**src/rtl/hazard_ctrl.sv**
```systemverilog
`default_nettype none
// ============================================================================
//  Module   : hazard_ctrl
//  Purpose  : Forwarding selects, stall/clear generation and memory wait FSM
//             with timeout watchdog for the 5-stage core.
//  Revision : 1.0  initial release
// ============================================================================
module hazard_ctrl #(
    parameter logic [1:0] LOAD_SRC    = 2'b01,
    parameter int         MEM_TIMEOUT = 1024,
    parameter int         CNT_W       = 16
) (
    input  logic             clk,
    input  logic             reset,
    input  logic [4:0]       id_rs1,
    input  logic [4:0]       id_rs2,
    input  logic [4:0]       ex_rs1,
    input  logic [4:0]       ex_rs2,
    input  logic [4:0]       ex_rd,
    input  logic             ex_reg_write,
    input  logic [1:0]       ex_result_src,
    input  logic             ex_pc_src,
    input  logic [4:0]       mem_rd,
    input  logic             mem_reg_write,
    input  logic             mem_req,
    input  logic             mem_ready,
    input  logic [4:0]       wb_rd,
    input  logic             wb_reg_write,
    output logic [1:0]       ex_op1_forward,
    output logic [1:0]       ex_op2_forward,
    output logic             if_stall,
    output logic             id_stall,
    output logic             ex_stall,
    output logic             mem_stall,
    output logic             id_clear,
    output logic             ex_clear,
    output logic             mem_clear,
    output logic             wb_clear,
    output logic             mem_fault,
    output logic [CNT_W-1:0] stall_cycles
);

    typedef enum logic [1:0] {
        S_RUN   = 2'd0,
        S_WAIT  = 2'd1,
        S_FAULT = 2'd2
    } state_t;

    localparam logic [CNT_W-1:0] c_wait_last = CNT_W'(MEM_TIMEOUT - 1);
    localparam logic [CNT_W-1:0] c_cnt_max   = '1;
    localparam logic [CNT_W-1:0] c_cnt_one   = CNT_W'(1);

    state_t           r_state;
    logic [CNT_W-1:0] r_wait_cnt;
    logic [CNT_W-1:0] r_stall_cnt;
    logic             r_mem_fault;

    logic       w_fault;
    logic       w_mw;
    logic       w_br;
    logic       w_lu;
    logic [1:0] w_fwd1;
    logic [1:0] w_fwd2;

    assign w_fault = (r_state == S_FAULT);
    assign w_mw    = mem_req && !mem_ready && (r_state == S_RUN || r_state == S_WAIT);
    assign w_br    = ex_pc_src;
    assign w_lu    = ex_reg_write && (ex_result_src == LOAD_SRC) && (ex_rd != 5'd0) &&
                     ((ex_rd == id_rs1) || (ex_rd == id_rs2));

    // MEM has priority over WB since it holds the younger result; x0 never forwards
    always_comb begin
        w_fwd1 = 2'b00;
        if (mem_reg_write && mem_rd != 5'd0 && mem_rd == ex_rs1)
            w_fwd1 = 2'b10;
        else if (wb_reg_write && wb_rd != 5'd0 && wb_rd == ex_rs1)
            w_fwd1 = 2'b01;
    end

    always_comb begin
        w_fwd2 = 2'b00;
        if (mem_reg_write && mem_rd != 5'd0 && mem_rd == ex_rs2)
            w_fwd2 = 2'b10;
        else if (wb_reg_write && wb_rd != 5'd0 && wb_rd == ex_rs2)
            w_fwd2 = 2'b01;
    end

    always_comb begin
        ex_op1_forward = w_fwd1;
        ex_op2_forward = w_fwd2;
        if_stall       = 1'b0;
        id_stall       = 1'b0;
        ex_stall       = 1'b0;
        mem_stall      = 1'b0;
        id_clear       = 1'b0;
        ex_clear       = 1'b0;
        mem_clear      = 1'b0;
        wb_clear       = 1'b0;
        if (reset) begin
            ex_op1_forward = 2'b00;
            ex_op2_forward = 2'b00;
            id_clear       = 1'b1;
            ex_clear       = 1'b1;
            mem_clear      = 1'b1;
            wb_clear       = 1'b1;
        end else if (w_fault || w_mw) begin
            if (w_fault) begin
                ex_op1_forward = 2'b00;
                ex_op2_forward = 2'b00;
            end
            if_stall  = 1'b1;
            id_stall  = 1'b1;
            ex_stall  = 1'b1;
            mem_stall = 1'b1;
            wb_clear  = 1'b1;
        end else if (w_br) begin
            id_clear = 1'b1;
            ex_clear = 1'b1;
        end else if (w_lu) begin
            if_stall = 1'b1;
            id_stall = 1'b1;
            ex_clear = 1'b1;
        end
    end

    always_ff @(posedge clk) begin
        if (reset) begin
            r_state     <= S_RUN;
            r_wait_cnt  <= '0;
            r_mem_fault <= 1'b0;
            r_stall_cnt <= '0;
        end else begin
            if (if_stall && r_stall_cnt != c_cnt_max)
                r_stall_cnt <= r_stall_cnt + c_cnt_one;

            case (r_state)
                S_RUN: begin
                    r_wait_cnt <= '0;
                    if (w_mw)
                        r_state <= S_WAIT;
                end
                S_WAIT: begin
                    if (mem_ready || !mem_req) begin
                        r_state    <= S_RUN;
                        r_wait_cnt <= '0;
                    end else if (r_wait_cnt == c_wait_last) begin
                        r_state     <= S_FAULT;
                        r_mem_fault <= 1'b1;
                    end else begin
                        r_wait_cnt <= r_wait_cnt + c_cnt_one;
                    end
                end
                S_FAULT: begin
                    r_mem_fault <= 1'b1;
                end
                default: begin
                    r_state <= S_RUN;
                end
            endcase
        end
    end

    assign mem_fault    = r_mem_fault;
    assign stall_cycles = r_stall_cnt;

endmodule
`default_nettype wire

```
**config.mk**
```make
export PLATFORM = sky130hd
export DESIGN_NAME = hazard_ctrl
export DESIGN_NICKNAME = d
export VERILOG_FILES = /design/src/rtl/hazard_ctrl.sv
export SDC_FILE = /design/constraint.sdc
export NUM_CORES = 1
export LEC_CHECK = 0
export ABC_AREA = 1
export ABC_CLOCK_PERIOD_IN_PS = 3300
export CORE_UTILIZATION = 49
export CTS_CLUSTER_DIAMETER = 150
export DETAILED_ROUTE_END_ITERATION = 8
export GPL_ROUTABILITY_DRIVEN = 0
export PLACE_DENSITY = 0.88
export SETUP_SLACK_MARGIN = 0.2
export SYNTH_ARGS = -nofsm -noshare
export SYNTH_HDL_FRONTEND = slang
export SYNTH_SLANG_ARGS = --single-unit
```
**constraint.sdc**
```tcl
create_clock -name clk -period 3.3 [get_ports clk]
set_clock_uncertainty 0.2 [all_clocks]
set_input_delay 0.99 -clock clk [delete_from_list [all_inputs] [get_ports clk]]
set_output_delay 0.99 -clock clk [all_outputs]
set_load 0.03 [all_outputs]
```
==> flow_metrics.tcl, run 1 <==
set metrics [dict create \
    r2r_cells 9 \
    ys_warn_count 0 \
    synth.distinct_cells 33 \
    final.setup.tns_ns -0.315 \
    failed_checks "negative setup slack" \
    viasPerCell 5.50 \
    crit_path_start_kind "input pin" \
    r2r-end "r_wait_cnt[9]" \
    leakagePower_nw 1.65 \
    wl_per_cell_um 14.9 \
    area_delta_synth_final_pct 50.9 \
    cts_made_buffers 5 \
    antenna_found_initial 0 \
    netlist_area_mm2 0.00262 \
    ir_drop_mv 0.280 \
    path_clk_slew_ns 0.08 \
    drive_gt1_share_pct 30.9 \
    gr-usage-all-layers_pct 28.8 \
    grt_pass1_wl_mm 12.5 \
    core.rowCount 26 \
    ioPinCount 74 \
    grt_overflow 0 \
    grt_pass1_vias 2834 \
    finalCritPeriodShare_pct 105 \
    worstHoldPathCells 2 \
    post-route-util_pct 76.9 \
    core_mm2 0.00514 \
    nets 561 \
    hp-start "r_wait_cnt[0]" \
    worstPathArrival_ns 2.28 \
    rsz0062_at_grt "yes" \
    synthFlopType "dfxtp_1" \
    io_buffers 73 \
    num_vias 3200 \
    cts_tree "yes" \
    cp.required_ns 2.11 \
    cts.sinks 35 \
    power_density_mw_per_mm2 265 \
    hold_buffers 0 \
    hold_viol 0 \
    dieArea_mm2 0.00565 \
    outcome "finished with violations" \
    setup_ws_ns -0.170 \
    avgSynthCellArea_um2 6.35 \
    drv_slew 0 \
    cts-htree-levels 2 \
    dp.final_hpwl_mm 5.61 \
    drtAntennaViolNets 0 \
    drt-total-wl_mm 8.70 \
    cts_root_buf "clkbuf_8" \
    final_common_cell "nand2_1" \
    drcViolationCount 0 \
    num_antenna_cells 0 \
    first_pass_iters 7 \
    worstMarginPinSlew_ns 0.394 \
    die_h_um 75.1 \
    min_to "r_wait_cnt[0]" \
    end_kind "primary output" \
    ys_ff_latch 35 \
    timing_worst_setup_path_type "in2out" \
    num-fill-cells 363 \
    grt_max_degree 21 \
    dieWidth_um 75.1 \
    setup_violations 2 \
    initial_core_util_pct 51.0 \
    synth-edff-count 0 \
    drt_iter0_markers 240 \
    ys_seq_area_share_pct 26.7 \
    r2r_slack_ns 0.97 \
    max_cap_violations 0 \
    async_flop_share_pct 0 \
    final_cell_mix "nand2_1 (92), nor2_1 (43), nand3_1 (35), dfxtp_1 (35)" \
    rr_startpoint "r_state[1]" \
    slew_headroom_pct 73.7 \
    clock_latency_ns 0.30 \
    synth_cells 413 \
    hp-class "reg2reg" \
    min_period_ns 3.47 \
    clk_path_buf_depth 2 \
    synth_nets 463 \
    cp_max_fo 3 \
    fmax_mhz 288 \
]
area by class of cell:
cell class / count / area [um2] / area share [%]
Multi-Input combinational cell: 322 / 1990 / 50.3
Timing Repair Buffer: 103 / 895 / 22.6
Sequential cell: 35 / 701 / 17.7
Inverter: 44 / 178 / 4.49
Clock buffer: 7 / 96.3 / 2.44
Tap cell: 70 / 87.6 / 2.21
Clock inverter: 1 / 7.51 / 0.190
per-stage QoR:
step / total power (W) / hold slack (ns) / cell area [um2] / setup slack, ns / instances
after floorplan: 0.000544 / 0.268 / 2700 / -0.0248 / 413
after global placement: 0.000649 / 0.251 / 3570 / -0.357 / 568
after detailed placement: 0.000655 / 0.278 / 3570 / -0.444 / 568
after CTS: 0.00101 / 0.298 / 3760 / -0.0902 / 582
after global routing: 0.00109 / 0.318 / 3960 / -0.168 / 582
final: 0.00105 / 0.303 / 3960 / -0.170 / 582
per-layer routing:
metal  GRT usage (%)  wire length (um)  share of wire (%)
met3            6.29               556                6.4
met4            9.67               393                4.5
met1            32.3              3180                 37
met5               0                 0                  0
met2            53.9              4570                 53
power breakdown:
| part | switching, W | leakage (nW) | internal [W] |
|---|---|---|---|
| Clock | 0.000164 | 0.0505 | 0.000190 |
| Sequential | 0.00000348 | 0.282 | 0.000426 |
| Combinational | 0.000149 | 1.32 | 0.000118 |
| Total | 0.000316 | 1.65 | 0.000734 |
cell families (layout without fill, tap and decap cells):
logic type / after synthesis / count (layout) / synth area share (%)
AO/OA/AOI/OAI: 45 / 45 / 9.17
XOR/XNOR: 34 / 34 / 11.4
adder cells (fa/ha/maj): 5 / 5 / 2.39
buffers and inverters: 56 / 155 / 9.50
flip-flops: 35 / 35 / 26.7
AND/OR/NAND/NOR: 238 / 238 / 40.9
worst max-delay path, stage by stage:
cell     delay, ns
buf_8         0.10
buf_6         0.10
buf_6         0.11
xor2_2        0.20
nor4_4        0.36
nand2_4       0.11
nor3_4        0.13
buf_6         0.16
sequential cells by signal, indices dropped and copies added (netlist names):
signal        flops
stall_cycles     16
r_state           2
r_wait_cnt       16
mem_fault         1
Yosys cell counts, types with 5 or more instances:
cell type / instances / share of area (%)
inv_2: 7 / 1.0
or2_2: 8 / 1.9
nand3_1: 38 / 7.3
xor2_1: 18 / 6.0
dfxtp_1: 35 / 27
nand4_1: 8 / 1.9
xnor2_1: 16 / 5.3
ha_1: 5 / 2.4
nor3_1: 14 / 2.7
o21ai_0: 5 / 0.95
nand2_1: 106 / 15
inv_1: 37 / 5.3
a21oi_1: 33 / 6.3
nor2_1: 49 / 7.0
worst max-delay path by stage:
stage | end | slack (ns) | start
global route | ex_op2_forward[1] | -0.17 | mem_rd[4]
CTS | ex_op2_forward[0] | -0.09 | mem_rd[4]
global placement | ex_op1_forward[0] | -0.36 | mem_rd[2]
detailed placement | ex_op2_forward[0] | -0.44 | mem_rd[2]
floorplan | ex_op2_forward[1] | -0.02 | mem_rd[2]
finish | ex_op2_forward[1] | -0.17 | mem_rd[4]
what timing repair did:
action | 4_1_cts | 5_1_grt
pin swaps | 49 | 39
hold endpoints to repair | 0 | 0
gates resized for setup | 155 | 75
buffers inserted | 6 | 0
setup endpoints to repair | 11 | 10
(Power assumes the default switching activity.)
==> run 2, diff against run 1 <==
--- a/config.mk
+++ b/config.mk
@@ -11,6 +11,7 @@
 export CTS_CLUSTER_DIAMETER = 150
 export DETAILED_ROUTE_END_ITERATION = 8
 export GPL_ROUTABILITY_DRIVEN = 0
+export HOLD_SLACK_MARGIN = 0.02
 export PLACE_DENSITY = 0.88
 export SETUP_SLACK_MARGIN = 0.2
 export SYNTH_ARGS = -nofsm -noshare
==> results of run 2 <==
No change in the layout: final DEF, timing and power equal those of run 1.
